--- src/rtl/div_16_seq.sv ---
// div_16_seq: sequential signed Q2.13 divider, q = (a * 2^13) / b.
// Restoring division, one quotient bit per cycle. The magnitude is truncated
// toward zero, and a quotient that does not fit 16 bits is saturated. A zero
// divisor gives a signed full-scale result and raises dz.
//
// Handshake: start is only sampled while busy=0. An accepted start is followed
// by busy=1 for 30 cycles. Then done pulses for one cycle, with q/ovf/dz
// updated on that same edge and busy already low. A start presented during the
// done cycle is therefore accepted on the next edge.
module div_16_seq (
    input  logic        clk,
    input  logic        rst_n,
    input  logic        start,
    input  logic [15:0] a,
    input  logic [15:0] b,
    output logic [15:0] q,
    output logic        busy,
    output logic        done,
    output logic        ovf,
    output logic        dz,
    output logic [1:0]  dbg_state
);

    typedef enum logic [1:0] {
        IDLE = 2'd0,
        CALC = 2'd1,
        FIN  = 2'd2
    } state_t;

    state_t      state;
    state_t      state_nx;

    // dvd first holds |a| << 13. Quotient bits are shifted in at the bottom,
    // so after 29 steps it holds the 29-bit quotient magnitude.
    logic [28:0] dvd;
    logic [15:0] dvs;
    logic [16:0] rem;
    logic [4:0]  cnt;
    logic        neg;
    logic        a_neg;
    logic        b_zero;

    logic [15:0] abs_a;
    logic [15:0] abs_b;
    logic [16:0] rem_sh;
    logic        ge;
    logic [16:0] rem_nx;
    logic [15:0] q_fin;
    logic        ovf_fin;
    logic        dz_fin;

    // Operand magnitudes. |-32768| = 0x8000 still fits as an unsigned 16-bit value.
    always_comb begin
        abs_a = a[15] ? (~a + 16'd1) : a;
        abs_b = b[15] ? (~b + 16'd1) : b;
    end

    // One restoring step: shift the next dividend bit in, then subtract if it fits.
    always_comb begin
        rem_sh = {rem[15:0], dvd[28]};
        ge     = rem[16] | (rem_sh >= {1'b0, dvs});
        rem_nx = ge ? (rem_sh - {1'b0, dvs}) : rem_sh;
    end

    // Final result: divide-by-zero first, then saturation, then sign restore.
    always_comb begin
        q_fin   = 16'h0000;
        ovf_fin = 1'b0;
        dz_fin  = 1'b0;
        if (b_zero) begin
            q_fin  = a_neg ? 16'h8000 : 16'h7FFF;
            dz_fin = 1'b1;
        end else if (!neg && (dvd > 29'h0000_7FFF)) begin
            q_fin   = 16'h7FFF;
            ovf_fin = 1'b1;
        end else if (neg && (dvd > 29'h0000_8000)) begin
            q_fin   = 16'h8000;
            ovf_fin = 1'b1;
        end else begin
            q_fin = neg ? (~dvd[15:0] + 16'd1) : dvd[15:0];
        end
    end

    // Next-state logic. The sequence always runs 29 steps, whatever the operands.
    always_comb begin
        state_nx = state;
        case (state)
            IDLE:    if (start) state_nx = CALC;
            CALC:    if (cnt == 5'd0) state_nx = FIN;
            FIN:     state_nx = IDLE;
            default: state_nx = IDLE;
        endcase
    end

    // State register. Reset discards any operation in flight.
    always_ff @(posedge clk or negedge rst_n) begin
        if (!rst_n) state <= IDLE;
        else        state <= state_nx;
    end

    // Datapath: capture on accepted start, iterate in CALC, publish in FIN.
    always_ff @(posedge clk or negedge rst_n) begin
        if (!rst_n) begin
            dvd    <= '0;
            dvs    <= '0;
            rem    <= '0;
            cnt    <= '0;
            neg    <= 1'b0;
            a_neg  <= 1'b0;
            b_zero <= 1'b0;
            q      <= 16'h0000;
            ovf    <= 1'b0;
            dz     <= 1'b0;
            done   <= 1'b0;
        end else begin
            done <= 1'b0;
            case (state)
                IDLE: begin
                    if (start) begin
                        neg    <= a[15] ^ b[15];
                        a_neg  <= a[15];
                        b_zero <= (b == 16'h0000);
                        dvd    <= {abs_a, 13'd0};
                        dvs    <= abs_b;
                        rem    <= '0;
                        cnt    <= 5'd28;
                    end
                end
                CALC: begin
                    rem <= rem_nx;
                    dvd <= {dvd[27:0], ge};
                    cnt <= cnt - 5'd1;
                end
                FIN: begin
                    q    <= q_fin;
                    ovf  <= ovf_fin;
                    dz   <= dz_fin;
                    done <= 1'b1;
                end
                default: ;
            endcase
        end
    end

    // busy covers CALC and FIN, so it is already low in the done cycle.
    always_comb begin
        busy      = (state != IDLE);
        dbg_state = state;
    end

endmodule
--- config.mk ---
export PLATFORM = sky130hd
export DESIGN_NAME = div_16_seq
export DESIGN_NICKNAME = d
export VERILOG_FILES = /design/src/rtl/div_16_seq.sv
export SDC_FILE = /design/constraint.sdc
export NUM_CORES = 1
export LEC_CHECK = 0
export ABC_AREA = 1
export CORE_UTILIZATION = 55
export CTS_BUF_LIST = sky130_fd_sc_hd__clkbuf_8
export DETAILED_ROUTE_END_ITERATION = 6
export GPL_TIMING_DRIVEN = 0
export PLACE_DENSITY_LB_ADDON = 0.25
export SYNTH_ARGS = -nofsm -noshare
export SYNTH_HDL_FRONTEND = slang
export SYNTH_SLANG_ARGS = --single-unit
--- constraint.sdc ---
create_clock -name clk -period 2.05 [get_ports clk]
set_input_delay 0.615 -clock clk [delete_from_list [all_inputs] [get_ports clk]]
set_output_delay 0.615 -clock clk [all_outputs]
set_load 0.02 [all_outputs]
==> impl_metrics.csv, run 1 <==
group,metric,value,unit
outcome,status,"complete, no violations",
layout,ff_latch_area,2280,sq um
layout,final_common_cell,"nand2_1",
pwr,power.leakage,0.00381,uW
sta,rsz0062_at_grt,"true",
die,fp.dieArea,11900,sq um
routing,wl_met3,798,microns
critical_path,path_buf_inv,1,
pwr,power.density,1600,nW/um^2
routing,drtIter0Drc,420,
die,start_util,0.574,
critical_path,critical_path_class,"reg -> out",
layout,nets,1059,
die,rows,38,
routing,highest-signal-layer,"met4",
synthesis,ys_ff_latch,91,
sta,fin_skew,11.3,ps
place,portBuffers,55,
layout,final_cell_mix,"nand2_1 (298), inv_1 (116), dfrtp_1 (91)",
routing,antenna_left,0,
routing,wl_met1,7380,microns
clock_network,cts_tree,"built",
place,placed_cells,1122,
layout,instances_no_fill,1146,
grt,antenna_found_initial,0,
sta,tightest_slew,527,ps
grt,grt_max_degree,65,
place,place_ws,-403,ps
sta,slew_violations,0,
sta,relSlewSlack,0.645,
grt,grt_pass1_vias,5235,
die,die_w,109,microns
sta,setup_viol,0,
synthesis,syn_nets,984,
routing,vias,6060,
sta,setup_tns,0,ps
die,ios,57,
synthesis,synthCells,926,
layout,multi_input_area,3560,sq um
grt,grt_overflow_total,0,
die,die_h,109,microns
synthesis,postSynthAreaPerCell,6.84,sq um
critical_path,required,1430,ps
clock_network,ctsHtreeMaxLevel,3,
routing,routed-wl-met2,6940,microns
grt,grt_pass1_wl,24900,microns
synthesis,yosysWarnings,0,
die,core_area,11000,sq um
clock_network,cts-root-buf,"clkbuf_8",
routing,drt-vias-per-instance,5.29,
routing,wirelength,15400,microns
clock_network,clkTransAtPathRegs,90,ps
synthesis,synth-seq-area-share,0.360,
layout,drive_gt1_frac,0.0994,
routing,drc,0,
critical_path,cp_cell_sequence,"clkdlybuf4s50_1",
layout,area_growth,18.3,%
critical_path,max_stage_delay,610,ps
grt,grt_usage,0.269,
sta,hold_viol_final,0,
clock_network,cts_buffers,9,
place,gp_congestion,0.931,
routing,post_drt_wl_per_cell,13.5,microns
routing,drtPass1Iterations,6,
flow_run,max-cap-violations,0,
critical_path,crit_path_start_kind,"register",
clock_network,clk_latency,370,ps
critical_path,crit_slowest_cell,"clkdlybuf4s50_1",
clock_network,max-clock-path-buffers,2,
sta,hold_slack,163,ps
pwr,peakVddDrop,0.698,mV
sta,fmax,0.504,GHz
hold_path,worstHoldPathType,"in -> async",
critical_path,cp-end-kind,"primary output",
sta,period_share,0.968,
critical_path,critPathArrivalTime,1370,ps
synthesis,syn_area,6330,sq um
critical_path,crit_family,"buffers and inverters",
layout,antenna_cells,0,
clock_network,cts.sinks,91,
sta,fin_ws,65.6,ps
critical_path,critical_path.max_fanout,2,
sta,timing.final.crit_period,1980,ps
place,hpwlAfterDp,11300,microns
layout,nFillCells,993,
synthesis,ys_types,43,
## logic make-up (layout without fill, tap and decap cells)
kind of cell | count (synthesis) | count (layout) | synth area share
DFF | 91 | 91 | 0.360
AOI/OAI and AO/OA | 118 | 118 | 0.109
adders and majority gates | 23 | 23 | 0.0466
xor gates and xnor gates | 28 | 28 | 0.0387
buffers and inverters | 154 | 234 | 0.0984
and+or+nand+nor | 512 | 512 | 0.348
## layer usage
| layer | up-vias | GRT usage |
|---|---|---|
| met4 | 0 | 0.0924 |
| met2 | 201 | 0.415 |
| met5 | - | 0 |
| met3 | 23 | 0.0368 |
| met1 | 2728 | 0.388 |
| li1 | 3108 | - |
## through the flow
stage	utilization	instance area, sq um	power (uW)
3_3_place_gp	0.640	7060	9940
6_report	0.679	7490	12000
3_5_place_dp	0.642	7080	10100
5_1_grt	0.679	7490	13200
2_1_floorplan	-	6330	8560
4_1_cts	0.659	7270	11300
## flip-flops by register name (all words and copies together) (netlist names)
register / cells
dvd: 29
rem: 17
dvs: 16
q: 16
cnt: 5
dbg_state: 2
a_neg: 1
b_zero: 1
done: 1
dz: 1
neg: 1
ovf: 1
## final cells by class
cell class / count / area share
sequential: 91 / 0.304
timing repair buffer: 64 / 0.0890
inverter: 129 / 0.0647
clock inverter: 5 / 0.00384
buffer: 25 / 0.0190
multi-input combinational: 681 / 0.476
clock buffer: 11 / 0.0202
tap: 140 / 0.0234
## path summary, 6_finish.rpt
check	from	end	slack [ps]	cells after the start
setup / recovery	q[0]	q[0]	70	1
setup reg to reg	rem[1]	rem[14]	90	12
max in group asynchronous	rst_n	rem[5]	1250	2
hold reg to reg	dvs[3]	dvs[3]	490	2
hold / removal	rst_n	q[12]	160	1
min in group clk	dvs[3]	dvs[3]	490	2
## power breakdown
group	leakage, uW	switching, uW	internal (uW)
Sequential	0.00112	656	2520
Combinational	0.00259	4600	3070
Clock	0.0000983	646	502
## synth_stat cells, drive strengths merged
master  instances  area share
nand3          82       0.066
buf            13       0.015
nor3           10      0.0095
o21a            1      0.0012
o211ai          3      0.0036
o31ai           2      0.0024
inv           126       0.075
o221ai          1      0.0014
o21bai          2      0.0024
nand4          14       0.014
ha             22       0.043
xor2           22       0.030
xnor2           6      0.0083
fa              1      0.0032
a22oi          14       0.017
and3            1     0.00099
o22ai          16       0.016
clkinv          3      0.0018
o21ai          43       0.035
dfrtp          91        0.36
nor2           79       0.048
nand2         319        0.20
nand3b          4      0.0047
or2             3      0.0034
clkbuf         12      0.0071
a21oi          36       0.031
## timing repair
| item | CTS | global route |
|---|---|---|
| setup buffers | 0 | 7 |
| setup endpoints to repair | 7 | 28 |
| hold buffers | 0 | 0 |
| gates cloned | 0 | 1 |
| gates resized for setup | 3 | 30 |
| pin swaps | 1 | 6 |
(Power assumes the default switching activity.)
==> inputs of run 2 (changes only) <==
--- a/config.mk
+++ b/config.mk
@@ -14,3 +14,4 @@
 export SYNTH_ARGS = -nofsm -noshare
 export SYNTH_HDL_FRONTEND = slang
 export SYNTH_SLANG_ARGS = --single-unit
+export TNS_END_PERCENT = 30
==> impl_metrics.csv, run 2 (synthesized netlist as in run 1, its figures left out) <==
group,metric,value,unit
routing,drtIter0Drc,397,
die,core_area,11000,sq um
die,start_util,0.574,
layout,final_cell_mix,"nand2_1 (298), inv_1 (116), dfrtp_1 (91)",
flow_run,max-cap-violations,0,
routing,drt-vias-per-instance,5.29,
clock_network,cts.sinks,91,
die,die_w,109,microns
layout,nets,1059,
critical_path,crit_path_start_kind,"primary input",
pwr,pwr-share-seq,0.265,
routing,post_drt_wl_per_cell,13.5,microns
grt,antenna_found_initial,0,
critical_path,path_buf_inv,3,
clock_network,clkTransAtPathRegs,90,ps
critical_path,crit_family,"buffers and inverters",
critical_path,critical_path.max_fanout,10,
pwr,p_switching,5920,uW
die,rows,38,
grt,grt_overflow_total,0,
place,gp_congestion,0.931,
layout,drive_gt1_frac,0.0984,
critical_path,crit_slowest_cell,"clkbuf_1",
layout,final_common_cell,"nand2_1",
sta,fin_ws,66.1,ps
clock_network,max-clock-path-buffers,2,
grt,grt_pass1_wl,24900,microns
place,hpwlAfterDp,11300,microns
clock_network,ctsHtreeMaxLevel,3,
critical_path,r2r_slack,90,ps
place,place_ws,-403,ps
critical_path,cp-end-kind,"register",
layout,instances_no_fill,1146,
critical_path,critical_path_class,"in -> reg",
sta,period_share,0.968,
layout,regMostFlops,"dvd",
pwr,p_clk_frac,0.096,
die,fp.dieArea,11900,sq um
pwr,swShare,0.493,
clock_network,cts-root-buf,"clkbuf_8",
pwr,power,12000,uW
critical_path,regToRegStartpoint,"dvs[2]",
routing,drc,0,
die,ios,57,
layout,reg_top3,"dvd (29), rem (17)",
pwr,power.density,1600,nW/um^2
pwr,peakVddDrop,0.698,mV
clock_network,clk_latency,370,ps
sta,relSlewSlack,0.636,
grt,grt_pass1_vias,5235,
clock_network,cts_buffers,9,
clock_network,cts_tree,"built",
sta,tightest_slew,546,ps
critical_path,rr_worst_depth,13,
critical_path,required,2330,ps
layout,largest_reg_flops,29,
layout,antenna_cells,0,
routing,drtPass1Iterations,5,
place,placed_cells,1122,
grt,grt_max_degree,65,
sta,setup_viol,0,
routing,vias,6063,
sta,setup_tns,0,ps
sta,fmax,0.504,GHz
critical_path,crit_cells,6,
sta,fin_skew,12.6,ps
outcome,status,"complete, no violations",
critical_path,rr_endpoint,"rem[14]",
place,portBuffers,55,
routing,antenna_left,0,
grt,grt_usage,0.269,
critical_path,max_stage_delay,460,ps
routing,wirelength,15500,microns
pwr,power.leakage,0.00381,uW
sta,slew_violations,0,
hold_path,worstHoldPathType,"in -> async",
layout,area_growth,18.2,%
sta,hold_viol_final,0,
critical_path,cp_cell_sequence,"clkdlybuf4s50_1, nand2_1, inv_2, clkbuf_1, o211ai_1, o221ai_1",
sta,rsz0062_at_grt,"true",
critical_path,critPathArrivalTime,2260,ps
pwr,comb_power_share,0.640,
die,die_h,109,microns
sta,timing.final.crit_period,1980,ps
pwr,p_int,6090,uW
run 2: cell counts in the layout (fill, tap and decap cells not counted):
No cell type changed its count.
run 2: how the worst max path moves through the flow:
| stage | end | from | slack [ps] |
|---|---|---|---|
| after CTS | rem[6] | dvs[14] | 2 |
| after global routing | rem[10] | dvd[28] | -50 |
| after floorplan | rem[16] | dvd[28] | 270 |
| after detailed placement | dvd[25] | a[0] | -400 |
| final | dvd[14] | start | 70 |
| after global placement | dvs[10] | rst_n | -2940 |
run 2: per-layer routing:
metal,vias up,GRT usage,wire (microns)
met5,-,0,0
met4,0,0.0924,292
met3,21,0.0368,905
met2,206,0.415,6990
met1,2730,0.388,7330
li1,3106,-,-
run 2: power groups by stage:
stage	logic (uW)	clock network (uW)	registers [uW]
after global routing	8680	1220	3260
after floorplan	5530	0	3030
after global placement	6800	0	3140
after CTS	7000	1160	3130
after detailed placement	6960	0	3150
final	7680	1150	3180
run 2: per-stage QoR:
stage	instance area [sq um]	utilization	hold slack [ps]
detailed placement	7080	0.642	474
global route	7490	0.679	190
CTS	7270	0.659	168
global placement	7060	0.640	456
finish	7490	0.679	165
floorplan	6330	-	319
run 2: timing repair:
action / CTS / global route
cloned: 0 / 1
endpoints found under the hold margin: 0 / 0
setup buffers: 0 / 7
hold buffers: 0 / 0
pin swaps: 1 / 6
resized for setup: 3 / 28
setup endpoints to repair: 7 / 28
run 2: final cells by class:
cell class | instances | area, sq um
Buffer | 25 | 141
Fill cell | 992 | 3540
Clock inverter | 5 | 28.8
Timing Repair Buffer | 64 | 667
Tap cell | 140 | 175
Clock buffer | 11 | 151
Sequential cell | 91 | 2280
Inverter | 129 | 484
Multi-Input combinational cell | 681 | 3560
run 2: worst reg2reg max path, stage by stage (launching register included):
cell and delay, ps:
dfrtp_1 370, inv_1 50, ha_1 330, or2_4 270
nand3_2 80, nand2_2 80, nand2_2 110, nand2_4 80
nand2_8 90, nand2_8 80, clkbuf_16 180, nand2_2 50
nand3_1 60, nand2_1 60
